### src/rtl/ghr_predictor_pkg.sv
// Shared branch-predictor definitions: 2-bit counter encoding and default table geometry.
// Imported by the gshare predictor, the local-history predictor and the chooser.
package ghr_predictor_pkg;

    localparam int GHR_BIT_DEF     = 8;
    localparam int PHT_IDX_BIT_DEF = 8;

    typedef logic [1:0] bp_cnt_t;

    localparam bp_cnt_t BP_SNT = 2'b00;
    localparam bp_cnt_t BP_WNT = 2'b01;
    localparam bp_cnt_t BP_WT  = 2'b10;
    localparam bp_cnt_t BP_ST  = 2'b11;

    localparam bp_cnt_t BP_RST = BP_WNT;

endpackage

### src/rtl/ghr_predictor_sat_cnt2.sv
// Next-state function of a 2-bit saturating counter.
// Shared by the PHT, BHT and chooser tables.
module sat_cnt2
    import ghr_predictor_pkg::*;
(
    input  logic [1:0] cnt,
    input  logic       inc,
    output logic [1:0] cnt_next
);

    always_comb begin
        cnt_next = cnt;
        if (inc) begin
            if (cnt != BP_ST) cnt_next = cnt + 2'd1;
        end else begin
            if (cnt != BP_SNT) cnt_next = cnt - 2'd1;
        end
    end

endmodule

### src/rtl/ghr_predictor.sv
// gshare direction predictor: speculative/architectural global history and a PHT of
// 2-bit counters indexed by pc XOR history, read asynchronously at IF1 and EX.
module ghr_predictor
    import ghr_predictor_pkg::*;
#(
    parameter int GHR_BIT     = GHR_BIT_DEF,
    parameter int PHT_IDX_BIT = PHT_IDX_BIT_DEF
) (
    input  logic               clk,
    input  logic               rst_n,
    input  logic [31:0]        if1_pc,
    input  logic               if1_br_valid,
    input  logic               if1_stall,
    output logic               if1_answ_ghr,
    output logic [GHR_BIT-1:0] if1_ghr_snap,
    input  logic               ex_br_valid,
    input  logic [31:0]        ex_pc,
    input  logic [GHR_BIT-1:0] ex_ghr_snap,
    input  logic               branched,
    input  logic               ex_flush,
    output logic               ex_answ_ghr
);

    localparam int PHT_DEPTH = 1 << PHT_IDX_BIT;

    logic [GHR_BIT-1:0]     spec_ghr;
    logic [GHR_BIT-1:0]     arch_ghr;
    logic [GHR_BIT-1:0]     arch_ghr_next;
    bp_cnt_t                pht [PHT_DEPTH];
    logic [PHT_IDX_BIT-1:0] if1_idx;
    logic [PHT_IDX_BIT-1:0] ex_idx;
    bp_cnt_t                ex_cnt;
    bp_cnt_t                ex_cnt_next;
    logic                   pc_bits_unused;

    // History is zero-extended to the index width; XOR wraps naturally.
    assign if1_idx = if1_pc[PHT_IDX_BIT+1:2] ^ PHT_IDX_BIT'(spec_ghr);
    assign ex_idx  = ex_pc[PHT_IDX_BIT+1:2] ^ PHT_IDX_BIT'(ex_ghr_snap);

    assign pc_bits_unused = ^{if1_pc[31:PHT_IDX_BIT+2], if1_pc[1:0],
                              ex_pc[31:PHT_IDX_BIT+2], ex_pc[1:0]};

    assign if1_ghr_snap = spec_ghr;
    assign if1_answ_ghr = pht[if1_idx][1];

    assign ex_cnt      = pht[ex_idx];
    assign ex_answ_ghr = ex_br_valid & ex_cnt[1];

    assign arch_ghr_next = ex_br_valid ? {arch_ghr[GHR_BIT-2:0], branched} : arch_ghr;

    sat_cnt2 u_sat_cnt2 (
        .cnt      (ex_cnt),
        .inc      (branched),
        .cnt_next (ex_cnt_next)
    );

    // Flush repair takes priority over any same-cycle speculative shift.
    always_ff @(posedge clk) begin
        if (!rst_n) begin
            spec_ghr <= '0;
            arch_ghr <= '0;
        end else begin
            arch_ghr <= arch_ghr_next;
            if (ex_flush)
                spec_ghr <= arch_ghr_next;
            else if (if1_br_valid && !if1_stall)
                spec_ghr <= {spec_ghr[GHR_BIT-2:0], if1_answ_ghr};
        end
    end

    // Single write port from EX; reads above see the pre-write value this cycle.
    always_ff @(posedge clk) begin
        if (!rst_n) begin
            for (int i = 0; i < PHT_DEPTH; i++)
                pht[i] <= BP_RST;
        end else if (ex_br_valid) begin
            pht[ex_idx] <= ex_cnt_next;
        end
    end

endmodule

### config.mk
export PLATFORM = sky130hd
export DESIGN_NAME = ghr_predictor
export DESIGN_NICKNAME = d
export VERILOG_FILES = /design/src/rtl/ghr_predictor_pkg.sv /design/src/rtl/ghr_predictor_sat_cnt2.sv /design/src/rtl/ghr_predictor.sv
export SDC_FILE = /design/constraint.sdc
export NUM_CORES = 1
export LEC_CHECK = 0
export CORE_MARGIN = 2
export CORE_UTILIZATION = 50
export DETAILED_ROUTE_END_ITERATION = 12
export PLACE_DENSITY = 0.67
export SLEW_MARGIN = 20
export SYNTH_ARGS = -nofsm -noshare
export SYNTH_HDL_FRONTEND = slang
export SYNTH_SLANG_ARGS = --single-unit
### constraint.sdc
create_clock -name clk -period 4.8 [get_ports clk]
set_clock_uncertainty 0.2 [all_clocks]
set_input_delay 0.72 -clock clk [delete_from_list [all_inputs] [get_ports clk]]
set_output_delay 0.72 -clock clk [all_outputs]
set_load 0.02 [all_outputs]
# == Word-level counts from Yosys, hierarchy flattened ==
# Memory sizes are Yosys's and may differ from the RTL's.
# Index checks and enable logic that the tools add are counted.
# totals
regBits,16
mem_bits_rw,512
in_bits,79
output_inout_bits,10
elab_cells,27
mem_count,1
# classes
add_sub_neg,2
n_eq_ne,1
muxes,13
n_bitwise,3
reduce_logical,5
# memory_table
memory,words,width,read_ports,rd_ports_with_merged_regs,wr,line_no,rtl
pht,256,2,2,0,256,ghr_predictor.sv:29,bp_cnt_t pht [PHT_DEPTH];
# ops
op,n
$mux W8,4
$xor A8 B8 Y8,2
$mux W2,4
$mux W1,5
$reduce_bool A2 Y1,2
$add A2 B1 Y2 const B,1
$ne A2 B2 Y1 const B,1
$reduce_or A2 Y1,1
$sub A2 B1 Y2 const B,1
$and A1 B1 Y1,1
$logic_and A1 B1 Y1,1
$logic_not A1 Y1,1

# == Logic depth before layout (Yosys ltp) ==
# An unclocked memory read counts as a cell.
# depth
word_depth,6
ltp_mapped,15
depth_no_buf,9

# == By module ==
# A second synthesis with hierarchy kept.
# hier_totals
cells_unflattened,2063
hier_area_um2,26743.1
# by_module_without_submodules
module,instances,cells_per_inst,area_per_inst_um2,seq_area_each_um2
ghr_predictor,1,2060,26716.9,15695.1
sat_cnt2,1,3,26.3,0.0

# == Worst setup path after synthesis ==
# OpenSTA, ideal clock, no wires.
# synth_path
path_kind,input to output
startpoint,input port if1_pc[2]
endpoint,output port if1_answ_ghr
t_arrival_ns,3.301
required_ns,3.880
setup_slack_ns,0.579
path_stages,8
path_buffers,1
path_cell_list,xor2_1 clkbuf_1 mux4_2 a221oi_1 nand2_1 a21oi_1 a22oi_1 mux2_2
# synth_between
elab_chain_len,2
# synth_lines
item,line_no,rtl
start: declaration,ghr_predictor.sv:11,"input logic [31:0] if1_pc,"
$xor A8 B8 Y8,ghr_predictor.sv:37,assign if1_idx = if1_pc[PHT_IDX_BIT+1:2] ^ PHT_IDX_BIT'(spec_ghr);
$mem_v2 Z256 W2,-,
end: declaration,ghr_predictor.sv:14,"output logic if1_answ_ghr,"
# Every way passes these cells.

# == Worst setup path after layout ==
# layout_path
startpoint,input port ex_pc[2]
endpoint,output port ex_answ_ghr
# layout_between
elab_chain_len,3
# layout_lines
item,line_no,rtl
start: declaration,ghr_predictor.sv:17,"input logic [31:0] ex_pc,"
$xor A8 B8 Y8,ghr_predictor.sv:38,assign ex_idx = ex_pc[PHT_IDX_BIT+1:2] ^ PHT_IDX_BIT'(ex_ghr_snap);
$mem_v2 Z256 W2,-,
$and A1 B1 Y1,ghr_predictor.sv:47,assign ex_answ_ghr = ex_br_valid & ex_cnt[1];
end: declaration,ghr_predictor.sv:21,output logic ex_answ_ghr
# Every way passes these cells.

==> summary.md <==
| Metric | Value |
|---|---|
| Filler instances | `4186` |
| I/O Buffers | `40` |
| Die Height | `238 um` |
| Power Density | `375 nW/um2` |
| Unrepaired setup endpoints after global routing | `true` |
| Initial antenna violation count | `0` |
| DIE WIDTH | `238 um` |
| Setup crit end kind | `primary output` |
| Residual DRC | `0` |
| Cells after Synth | `2308` |
| Slew Viols, Final | `0` |
| CP Data Arrival Time | `3860 ps` |
| Commonest cells after routing, fill and taps aside | `512 x edfxtp_1, 437 x nand2_1, 276 x nand3_1` |
| Pwr Total | `12100 uW` |
| Crit Path Max Fanout | `21` |
| Fmax | `0.209 GHz` |
| WL/cell | `28.3 um` |
| Sequential share of the synthesized area | `57.1%` |
| 1st-iter DRT viols | `3423` |
| HPWL Detailed | `61000 um` |
| Root buffer cell | `clkbuf_16` |
| Leak pwr | `0.0103 uW` |
| Commonest non-fill, non-tap cell in the layout | `edfxtp_1` |
| Largest net degree at the start of global routing | `101` |
| Period utilization | `99.6%` |
| Rel. slew slack | `26.7%` |
| Final WL | `89600 um` |
| FFs w/ async S/R, synth | `0%` |
| Layout cells sized above 1 | `23.8%` |
| Num CTS Buffers | `55` |
| WP data required | `3880 ps` |
| Post-synthesis register bit count | `528` |
| Crit path largest cell delay | `510 ps` |
| DRT Pass-1 Iters | `7` |
| Number of global-route vias before repair | `20900` |
| Minimum clock period | `4780 ps` |
| Crit path cell chain | `dlygate4sd2_1 -> xor2_4 -> buf_12 -> buf_16 -> buf_4 -> mux4_2 -> mux2i_2 -> o22ai_1 -> a211o_1 -> nor4_2 -> buf_4 -> nor2b_1 -> dlygate4sd2_1` |
| Total Routing Usage GR | `31.8%` |
| Avg Vias per Cell | `6.86` |
| Peak supply drop | `0.283 mV` |
| Final Hold Violating Endpoints | `0` |
| Vias | `21700` |
| Post-synth cell types | `41` |
| Final Instance Area | `32400 um2` |
| Worst path slowest cell | `mux4_2` |
| Top_reg_cell synth | `edfxtp_1` |
| Buf+Inv Stages, Crit Path | `6` |
| GRT overflow | `0` |
| Crit Path Class | `primary input to primary output` |
| Row count | `85` |
| Initial Utilization | `50.9%` |
| Synth-to-layout area growth | `17.8%` |
| Final setup viols | `0` |
| DIE AREA | `56800 um2` |
| Post-Layout Cell Count | `3168` |
| Synth Net Count | `2387` |
| Synthesized area | `27500 um2` |
| EDFF count, synth | `512` |
| Post-route ant nets | `0` |
| Startpoint Class | `primary input` |
| Status | `finished, final reports clean` |
| I/O pins | `89` |
| GPL Wtd Cong | `0.959` |
| CTS tree | `built` |
| Hold Crit Class | `flop to flop` |
| Slew at the pin closest to its max-slew limit | `1100 ps` |
| Clk pin slew, worst setup/hold paths | `60 ps` |
| Global-route wire length before repair | `132000 um` |
| Insertion delay to the later sink of the worst-skew pair | `640 ps` |
| Top delay family on crit path | `buffers and inverters` |
| H-tree Lvls | `2` |
| Yosys warns | `0` |
| Clk sink count | `528` |
| Clock buffer depth | `3` |
| Core box area | `54000 um2` |
| Total Nets Final | `2512` |
| Placed cell area | `30400 um2` |
| Inst Count DP | `3064` |
| Syn Area/Cell | `11.9 um2` |
| Reported max-cap violation count | `0` |
==> flip-flops by register name, indices dropped and copies added, names as in the netlist <==
name          count
arch_ghr          8
if1_ghr_snap      8
pht             512
==> worst min-delay path, delay by kind of cell (launching register included) <==
kind / cells / cell delay [ps]
muxes: 1 / 120
DFF: 1 / 300
and+or+nand+nor: 1 / 70
==> path summary, 6_finish.rpt <==
check,start,endpoint,slack [ps],depth (start not counted)
worst max register to register,pht[110][1]$_SDFFCE_PN0P_,pht[104][0]$_SDFFCE_PN1P_,1180,10
worst min register to register,arch_ghr[7]$_SDFF_PN0_,arch_ghr[7]$_SDFF_PN0_,340,2
worst max-delay path,ex_pc[2],ex_answ_ghr,20,13
worst min-delay path,arch_ghr[7]$_SDFF_PN0_,arch_ghr[7]$_SDFF_PN0_,340,2
==> what timing repair did <==
item | in CTS | in global routing
gates cloned | 2 | 0
endpoints found under the setup margin | 2 | 2
hold buffers | 0 | 0
pin swaps | 6 | 0
setup buffers | 6 | 0
resized for setup | 17 | 12
==> stage by stage <==
stage,setup slack [ps],util (%),hold WS [ps],setup TNS (ps)
2_1_floorplan,579,-,299,0
3_3_place_gp,-625,56.3,315,-221560
3_5_place_dp,-645,56.3,338,-252680
4_1_cts,11.6,59.8,355,0
5_1_grt,-35.8,59.9,390,-35.8
6_report,17.3,59.9,344,0
==> routing by layer <==
metal	up-vias	wire length (um)	track usage, %
li1	8935	-	-
met5	-	0	0
met1	10700	31200	42.4
met2	1714	41100	48.9
met3	336	12100	7.00
met4	0	5250	17.0
==> where the power goes <==
group | switching [uW] | leakage (uW) | internal [uW] | total [uW]
Combinational | 1720 | 0.00479 | 1050 | 2770
Sequential | 59.3 | 0.00472 | 5150 | 5210
Clock | 1830 | 0.000820 | 2330 | 4160
Total | 3600 | 0.0103 | 8540 | 12100
==> synthesized netlist by cell type, types with 2 or more instances <==
master	count	area (um2)
mux4_2	189	4260
buf_4	11	82.6
buf_2	68	340
nor2_1	203	762
nor2b_1	9	56.3
a32oi_1	4	35.0
or3_1	2	12.5
mux2i_1	14	140
nand2_1	437	1640
a41oi_1	11	96.3
o22ai_1	5	31.3
dfxtp_1	16	320
nand2b_1	9	56.3
nor4_1	3	18.8
nand3_1	276	1380
xor2_1	14	123
xnor2_1	13	114
o2111ai_1	5	43.8
a22oi_1	41	308
clkbuf_1	157	589
nor3_1	125	626
o211a_1	6	60.1
mux2_2	8	90.1
edfxtp_1	512	15400
nand4_1	3	18.8
and2_1	3	18.8
a21oi_1	34	170
buf_1	4	15.0
o21ai_0	106	531
or4_1	2	15.0
a221oi_1	8	70.1
==> cell type report <==
type,instances,area (um2),area share [%]
tap,696,871,2.69
multi-input combinational,1539,11000,34.0
inverter,1,3.75,0.0116
clock buffer,65,1440,4.43
clock inverter,30,265,0.820
sequential,528,15700,48.5
antenna,1,2.50,0.00773
timing repair buffer,308,3080,9.53
==> kinds of logic (layout without fill, tap and decap cells) <==
| family | count (synthesis) | count (layout) | share of synthesized area, % |
|---|---|---|---|
| xor+xnor | 27 | 27 | 0.861 |
| simple gates | 1076 | 1076 | 16.9 |
| other cells | 0 | 1 | 0 |
| compound gates | 223 | 223 | 4.98 |
| fa+ha+maj | 2 | 2 | 0.0774 |
| flops | 528 | 528 | 57.1 |
| mux | 211 | 211 | 16.3 |
| buf+inv | 241 | 404 | 3.75 |
Power figures use the tool's default switching activity.
